===== src/rtl/led_pkg.sv =====
// Shared definitions for the LED pattern blocks: default pattern count,
// selector width and the sequencer state encoding.
package led_pkg;

  localparam int NUM_PATTERNS = 6;
  localparam int SEL_W        = 3;

  typedef enum logic [1:0] {
    IDLE   = 2'd0,
    AUTO   = 2'd1,
    MANUAL = 2'd2
  } led_state_e;

endpackage


===== src/rtl/led_dwell_timer.sv =====
// Dwell counter: counts while en_i, wraps at DWELL_CYCLES-1 and flags that
// terminal cycle combinationally so the sequencer can step on the same edge.
module led_dwell_timer #(
  parameter int DWELL_CYCLES = 50_000_000,
  parameter int DWELL_W      = 26
) (
  input  logic clk,
  input  logic reset,
  input  logic clear_i,
  input  logic en_i,
  output logic expire_o
);

  logic [DWELL_W-1:0] count_q;
  logic [DWELL_W-1:0] count_d;

  assign expire_o = en_i && (count_q == DWELL_W'(DWELL_CYCLES - 1));

  // Clear takes priority over counting so a button press restarts the dwell.
  always_comb begin
    count_d = count_q;
    if (clear_i) begin
      count_d = '0;
    end else if (en_i) begin
      count_d = expire_o ? '0 : count_q + 1'b1;
    end
  end

  always_ff @(posedge clk) begin
    if (reset) begin
      count_q <= '0;
    end else begin
      count_q <= count_d;
    end
  end

endmodule


===== src/rtl/led_pattern_sequencer.sv =====
// Pattern selector for the LED pattern mux: timed auto stepping or manual
// next/prev stepping, modulo NUM_PATTERNS, with a registered wrap pulse.
module led_pattern_sequencer
  import led_pkg::*;
#(
  parameter int NUM_PATTERNS = led_pkg::NUM_PATTERNS,
  parameter int SEL_W        = led_pkg::SEL_W,
  parameter int DWELL_CYCLES = 50_000_000,
  parameter int DWELL_W      = 26
) (
  input  logic             clk,
  input  logic             reset,
  input  logic             enable,
  input  logic             mode_auto,
  input  logic             btn_next,
  input  logic             btn_prev,
  output logic [SEL_W-1:0] selector,
  output logic             active,
  output logic             wrap
);

  localparam logic [SEL_W-1:0] LAST_SEL = SEL_W'(NUM_PATTERNS - 1);

  led_state_e       state_q, state_d;
  logic [SEL_W-1:0] sel_q, sel_d;
  logic             wrap_q, wrap_d;
  logic             active_q;

  logic nextPress;
  logic prevPress;
  logic stepUp;
  logic stepDown;
  logic timerEn;
  logic timerClear;
  logic timerExpire;

  // Both buttons in the same cycle cancel out entirely.
  assign nextPress = btn_next && !btn_prev;
  assign prevPress = btn_prev && !btn_next;

  // Dwell only runs while staying in AUTO; any step by button, mode change,
  // disable or non-AUTO state zeroes it.
  assign timerEn    = enable && mode_auto && (state_q == AUTO);
  assign timerClear = !enable || (state_q != AUTO) || !mode_auto || nextPress || prevPress;

  led_dwell_timer #(
    .DWELL_CYCLES (DWELL_CYCLES),
    .DWELL_W      (DWELL_W)
  ) u_dwell (
    .clk      (clk),
    .reset    (reset),
    .clear_i  (timerClear),
    .en_i     (timerEn),
    .expire_o (timerExpire)
  );

  always_comb begin
    state_d  = state_q;
    sel_d    = sel_q;
    wrap_d   = 1'b0;
    stepUp   = 1'b0;
    stepDown = 1'b0;

    unique case (state_q)
      IDLE: begin
        sel_d   = '0;
        state_d = mode_auto ? AUTO : MANUAL;
      end
      AUTO: begin
        stepUp   = nextPress || (timerExpire && !prevPress);
        stepDown = prevPress;
        if (!mode_auto) state_d = MANUAL;
      end
      MANUAL: begin
        stepUp   = nextPress;
        stepDown = prevPress;
        if (mode_auto) state_d = AUTO;
      end
      default: begin
        state_d = IDLE;
        sel_d   = '0;
      end
    endcase

    if (stepUp) begin
      if (sel_q == LAST_SEL) begin
        sel_d  = '0;
        wrap_d = 1'b1;
      end else begin
        sel_d = sel_q + 1'b1;
      end
    end else if (stepDown) begin
      sel_d = (sel_q == '0) ? LAST_SEL : sel_q - 1'b1;
    end

    // Disable overrides every other event, including a pending IDLE exit.
    if (!enable) begin
      state_d = IDLE;
      sel_d   = '0;
      wrap_d  = 1'b0;
    end
  end

  always_ff @(posedge clk) begin
    if (reset) begin
      state_q  <= IDLE;
      sel_q    <= '0;
      wrap_q   <= 1'b0;
      active_q <= 1'b0;
    end else begin
      state_q  <= state_d;
      sel_q    <= sel_d;
      wrap_q   <= wrap_d;
      active_q <= (state_d != IDLE);
    end
  end

  assign selector = sel_q;
  assign active   = active_q;
  assign wrap     = wrap_q;

endmodule

===== config.mk =====
export PLATFORM = sky130hd
export DESIGN_NAME = led_pattern_sequencer
export DESIGN_NICKNAME = d
export VERILOG_FILES = /design/src/rtl/led_pkg.sv /design/src/rtl/led_dwell_timer.sv /design/src/rtl/led_pattern_sequencer.sv
export SDC_FILE = /design/constraint.sdc
export NUM_CORES = 1
export LEC_CHECK = 0
export ABC_AREA = 1
export CELL_PAD_IN_SITES_DETAIL_PLACEMENT = 2
export CELL_PAD_IN_SITES_GLOBAL_PLACEMENT = 2
export CORE_MARGIN = 2
export CORE_UTILIZATION = 33
export DETAILED_ROUTE_END_ITERATION = 10
export PLACE_DENSITY = 0.77
export REMOVE_ABC_BUFFERS = 1
export SETUP_SLACK_MARGIN = 0.1
export SLEW_MARGIN = 20
export SYNTH_ARGS = -nofsm -noshare
export SYNTH_HDL_FRONTEND = slang
export SYNTH_SLANG_ARGS = --single-unit

===== constraint.sdc =====
create_clock -name clk -period 2.05 [get_ports clk]
set_clock_uncertainty 0.1 [all_clocks]
set_input_delay 0.3075 -clock clk [delete_from_list [all_inputs] [get_ports clk]]
set_output_delay 0.3075 -clock clk [all_outputs]
set_load 0.02 [all_outputs]

==> summary.txt <==
Status
  – Outcome: complete, no violations

Synthesis
  – Average footprint of a synthesized cell: 6.523 um2
  – Synth area leaders: sky130_fd_sc_hd__dfxtp_1 (30%), sky130_fd_sc_hd__nand2_1 (14%), sky130_fd_sc_hd__nor2_1 (8.9%)
  – Number of flops mapped to enable cells by yosys: 0
  – Async set-or-reset flop fraction in the synthesized netlist: 0
  – Number of storage elements in the synthesis netlist: 33
  – Netlist Area Pre-Place: roughly 0.0022 mm2
  – Library cell with the largest summed area after synthesis: sky130_fd_sc_hd__dfxtp_1
  – Post-synthesis cell type count: 34
  – Synth warn: 0
  – Proportion of synthesized chip area in sequential cells: 0.2961
  – Portion of synthesized cell area occupied by the leading cell type: 0.2961
  – Synthesized instance count: approximately 340
  – Most used flip-flop cell after synthesis: sky130_fd_sc_hd__dfxtp_1

Worst setup path
  – Largest fanout on the critical path: 4
  – Reg2Reg Depth: 13
  – Top cell family by delay on the critical path: simple AND/OR/NAND/NOR gates
  – Crit path buffers/inverters: 2
  – CP arrival: 2.06 ns
  – Library cell contributing the largest single delay on the critical path: sky130_fd_sc_hd__clkdlybuf4s50_1
  – Startpoint of the worst register-to-register path: state_q[1]
  – Reg-to-reg slack, setup: 0.14 ns
  – Data required, critical path: 2.14 ns
  – Capturing point of the worst reg2reg path: selector[1]
  – Setup crit end kind: flop
  – Crit path from: enable
  – Launching element type of the critical path: input pin
  – CP Class: input pin to flop
  – Delay of the slowest cell on the worst path: roughly 0.54 ns
  – Cells along the critical path: clkdlybuf4s50_1, nand2_1, nor2_2, nand3_2, nor2_4, nand3_2, nand2_2, nand2_2, nand2_4, nand3_1, nand2_1, inv_1

Place
  – Port buffer count: 10
  – Worst slack after detailed placement: -0.2133 ns
  – Post-Place Cells: 447
  – Gpl congestion: around 0.8
  – Half-perimeter wire length of the detailed placement result: between 5000 and 6000 um

Route
  – Count of vias placed by the detailed router: between 2000 and 2500
  – Residual DRC count: 0
  – WL final: 7935 um
  – Number of nets with antenna violations after detailed routing: 0
  – DR iter-0 viols: 52
  – Average routed wire per standard cell: 17.36 um
  – Vias per inst: between 5 and 6
  – Pre-Repair DR Iteration Count: 4

Clock network
  – Clock Tree Root: sky130_fd_sc_hd__clkbuf_8
  – Clock transition time at the flip-flop clock pins of the worst setup and hold paths: 0.08 ns
  – Maximum root-to-sink buffer count: 2
  – Clk sink count: 33
  – H-tree depth: 2
  – Hold-fix buffer count after cts: 0
  – Clock network latency to the later pin of the worst-skew pair: 0.29 ns
  – Clock buffers created by TritonCTS: 5
  – CTS tree: built

Global route
  – Largest net degree at the start of global routing: 11
  – GRT Total Usage: 0.2182
  – Via count of the first global-routing pass: 2558
  – First-pass GRT wire length: 12820 um
  – Total gr overflow: 0
  – Number of antenna violations at the first check in global routing: 0

Min path
  – Path type of the worst min-delay path: flop to flop
  – Worst hold path endpoint: u_dwell.count_q[20]
  – Instance count along the most critical hold path: 2
  – Critical hold path startpoint: u_dwell.count_q[20]

Floorplan
  – IO Count: 11
  – Die height: 86.22 um
  – Floorplan core area: 0.006459 mm2
  – FP Rows: 29
  – Starting Density: 0.3454
  – DIE AREA: 0.007434 mm2
  – Die Wd: 86.22 um

Cells and area
  – Fillcell total: 778
  – Final antenna diode count: 0
  – Area of all sequential standard cells: 665.6 um2
  – Non-Filler Instances: 457
  – Commonest cells after routing, fill and taps aside: sky130_fd_sc_hd__nand2_1 (83), sky130_fd_sc_hd__nor2_1 (51), sky130_fd_sc_hd__inv_1 (43)
  – Fraction of final layout cells with drive strength greater than 1: 0.2289
  – Synthesis-to-finish area growth: 23.16%
  – Area occupied by multi-input gates: about 0.0014 mm2
  – Most common cell after layout, fill and taps aside: sky130_fd_sc_hd__nand2_1
  – Count of nets after finishing: around 400

Timing
  – Total count of hold-check failures in the final report: 0
  – Fraction of the cycle the final worst path needs: 0.9600
  – Worst Tran Pin Value: 0.4662 ns
  – Fmax: 508.1 MHz
  – Worst slew slack as a fraction of its limit: 0.6863
  – RSZ-0062 raised after global routing: yes
  – WHS: 0.4043 ns
  – Post-layout min period: 1.968 ns
  – Count of pins over their slew limit: 0
  – Finish-stage setup viols: 0
  – Final sum of negative setup slack: 0 ns
  – Setup slack after layout: 0.08205 ns

Power and ir drop
  – Leakage component of the power: 1.003 nW
  – Cell Pwr Density: 454.6 mW/mm2
  – Peak VDD IR: 0.1702 mV

Job
  – Number of max-capacitance violations reported: 0
[through the flow]
stage / utilization / instance area, um2 / total power, W
after CTS: 0.4144 / 2676 / 0.001257
after detailed placement: 0.3967 / 2562 / 0.0007522
after floorplan: - / 2216 / 0.0007107
final: 0.4254 / 2748 / 0.001249
after global placement: 0.3967 / 2562 / 0.0007475
after global routing: 0.4254 / 2748 / 0.001311
[worst max-delay path by stage]
| stage | depth (start not counted) | end | slack (ns) |
|---|---|---|---|
| detailed placement | 12 | selector[1] | -0.21 |
| floorplan | 13 | selector[2] | -0.02 |
| finish | 12 | selector[1] | 0.08 |
| global placement | 12 | selector[1] | -0.02 |
| CTS | 13 | selector[1] | 0.09 |
| global route | 12 | selector[1] | 0.002 |
[cells by family after synthesis]
logic type | synth area share
DFF | 0.2961
AOI/OAI and AO/OA | 0.07627
and+or+nand+nor | 0.4913
xor gates and xnor gates | 0.007853
buffers and inverters | 0.09478
adders and majority gates | 0.03365
[state kept, by name (all words and copies together), names as in the netlist]
register         count
u_dwell.count_q     26
selector             3
state_q              2
active               1
wrap                 1
[layout make-up]
type | instances | share of cell area
clock buffer | 6 | 0.02641
clock inverter | 2 | 0.003643
inverter | 51 | 0.07149
multi-input combinational | 256 | 0.5237
sequential | 33 | 0.2423
tap | 77 | 0.03506
timing repair buffer | 32 | 0.09745
[metal layers]
layer / part of all wire / track usage / wire length [um]
met5: 0 / 0 / 0
met4: 0.028 / 0.06392 / 223
met3: 0.014 / 0.03143 / 111
met2: 0.55 / 0.4094 / 4368
met1: 0.41 / 0.2558 / 3232
[synth_stat cells, types with 2 or more instances]
cell	instances
sky130_fd_sc_hd__a21oi_1	11
sky130_fd_sc_hd__a21oi_2	2
sky130_fd_sc_hd__clkinv_1	2
sky130_fd_sc_hd__dfxtp_1	33
sky130_fd_sc_hd__ha_1	6
sky130_fd_sc_hd__inv_1	45
sky130_fd_sc_hd__inv_2	3
sky130_fd_sc_hd__nand2_1	84
sky130_fd_sc_hd__nand2_2	7
sky130_fd_sc_hd__nand2_4	2
sky130_fd_sc_hd__nand3_1	20
sky130_fd_sc_hd__nand3_2	7
sky130_fd_sc_hd__nand4_1	14
sky130_fd_sc_hd__nor2_1	53
sky130_fd_sc_hd__nor2_2	5
sky130_fd_sc_hd__nor2_4	5
sky130_fd_sc_hd__nor3_1	14
sky130_fd_sc_hd__nor3b_1	3
sky130_fd_sc_hd__nor4_1	2
sky130_fd_sc_hd__o211ai_1	2
sky130_fd_sc_hd__o21ai_0	5
sky130_fd_sc_hd__o21ai_2	4
sky130_fd_sc_hd__xor2_1	2
[power breakdown]
group	total, W	internal [W]	switching (W)
combinational	0.0000943	0.0000374	0.0000569
clock	0.000504	0.000236	0.000268
sequential	0.000651	0.000645	0.00000503
total	0.00125	0.000919	0.000330
[repair_timing]
| action | CTS | global route |
|---|---|---|
| resized for setup | 7 | 18 |
| setup endpoints to repair | 6 | 29 |
| gates cloned | 0 | 0 |
| pin swaps | 1 | 6 |
| buffers inserted | 1 | 1 |
[worst min-delay path, delay by kind of cell (launching register included)]
| family | cells | cell delay, ns |
|---|---|---|
| compound gates | 1 | 0.05 |
| flops | 1 | 0.34 |
| simple gates | 1 | 0.07 |
No activity file was read; power rests on OpenSTA's default activity.
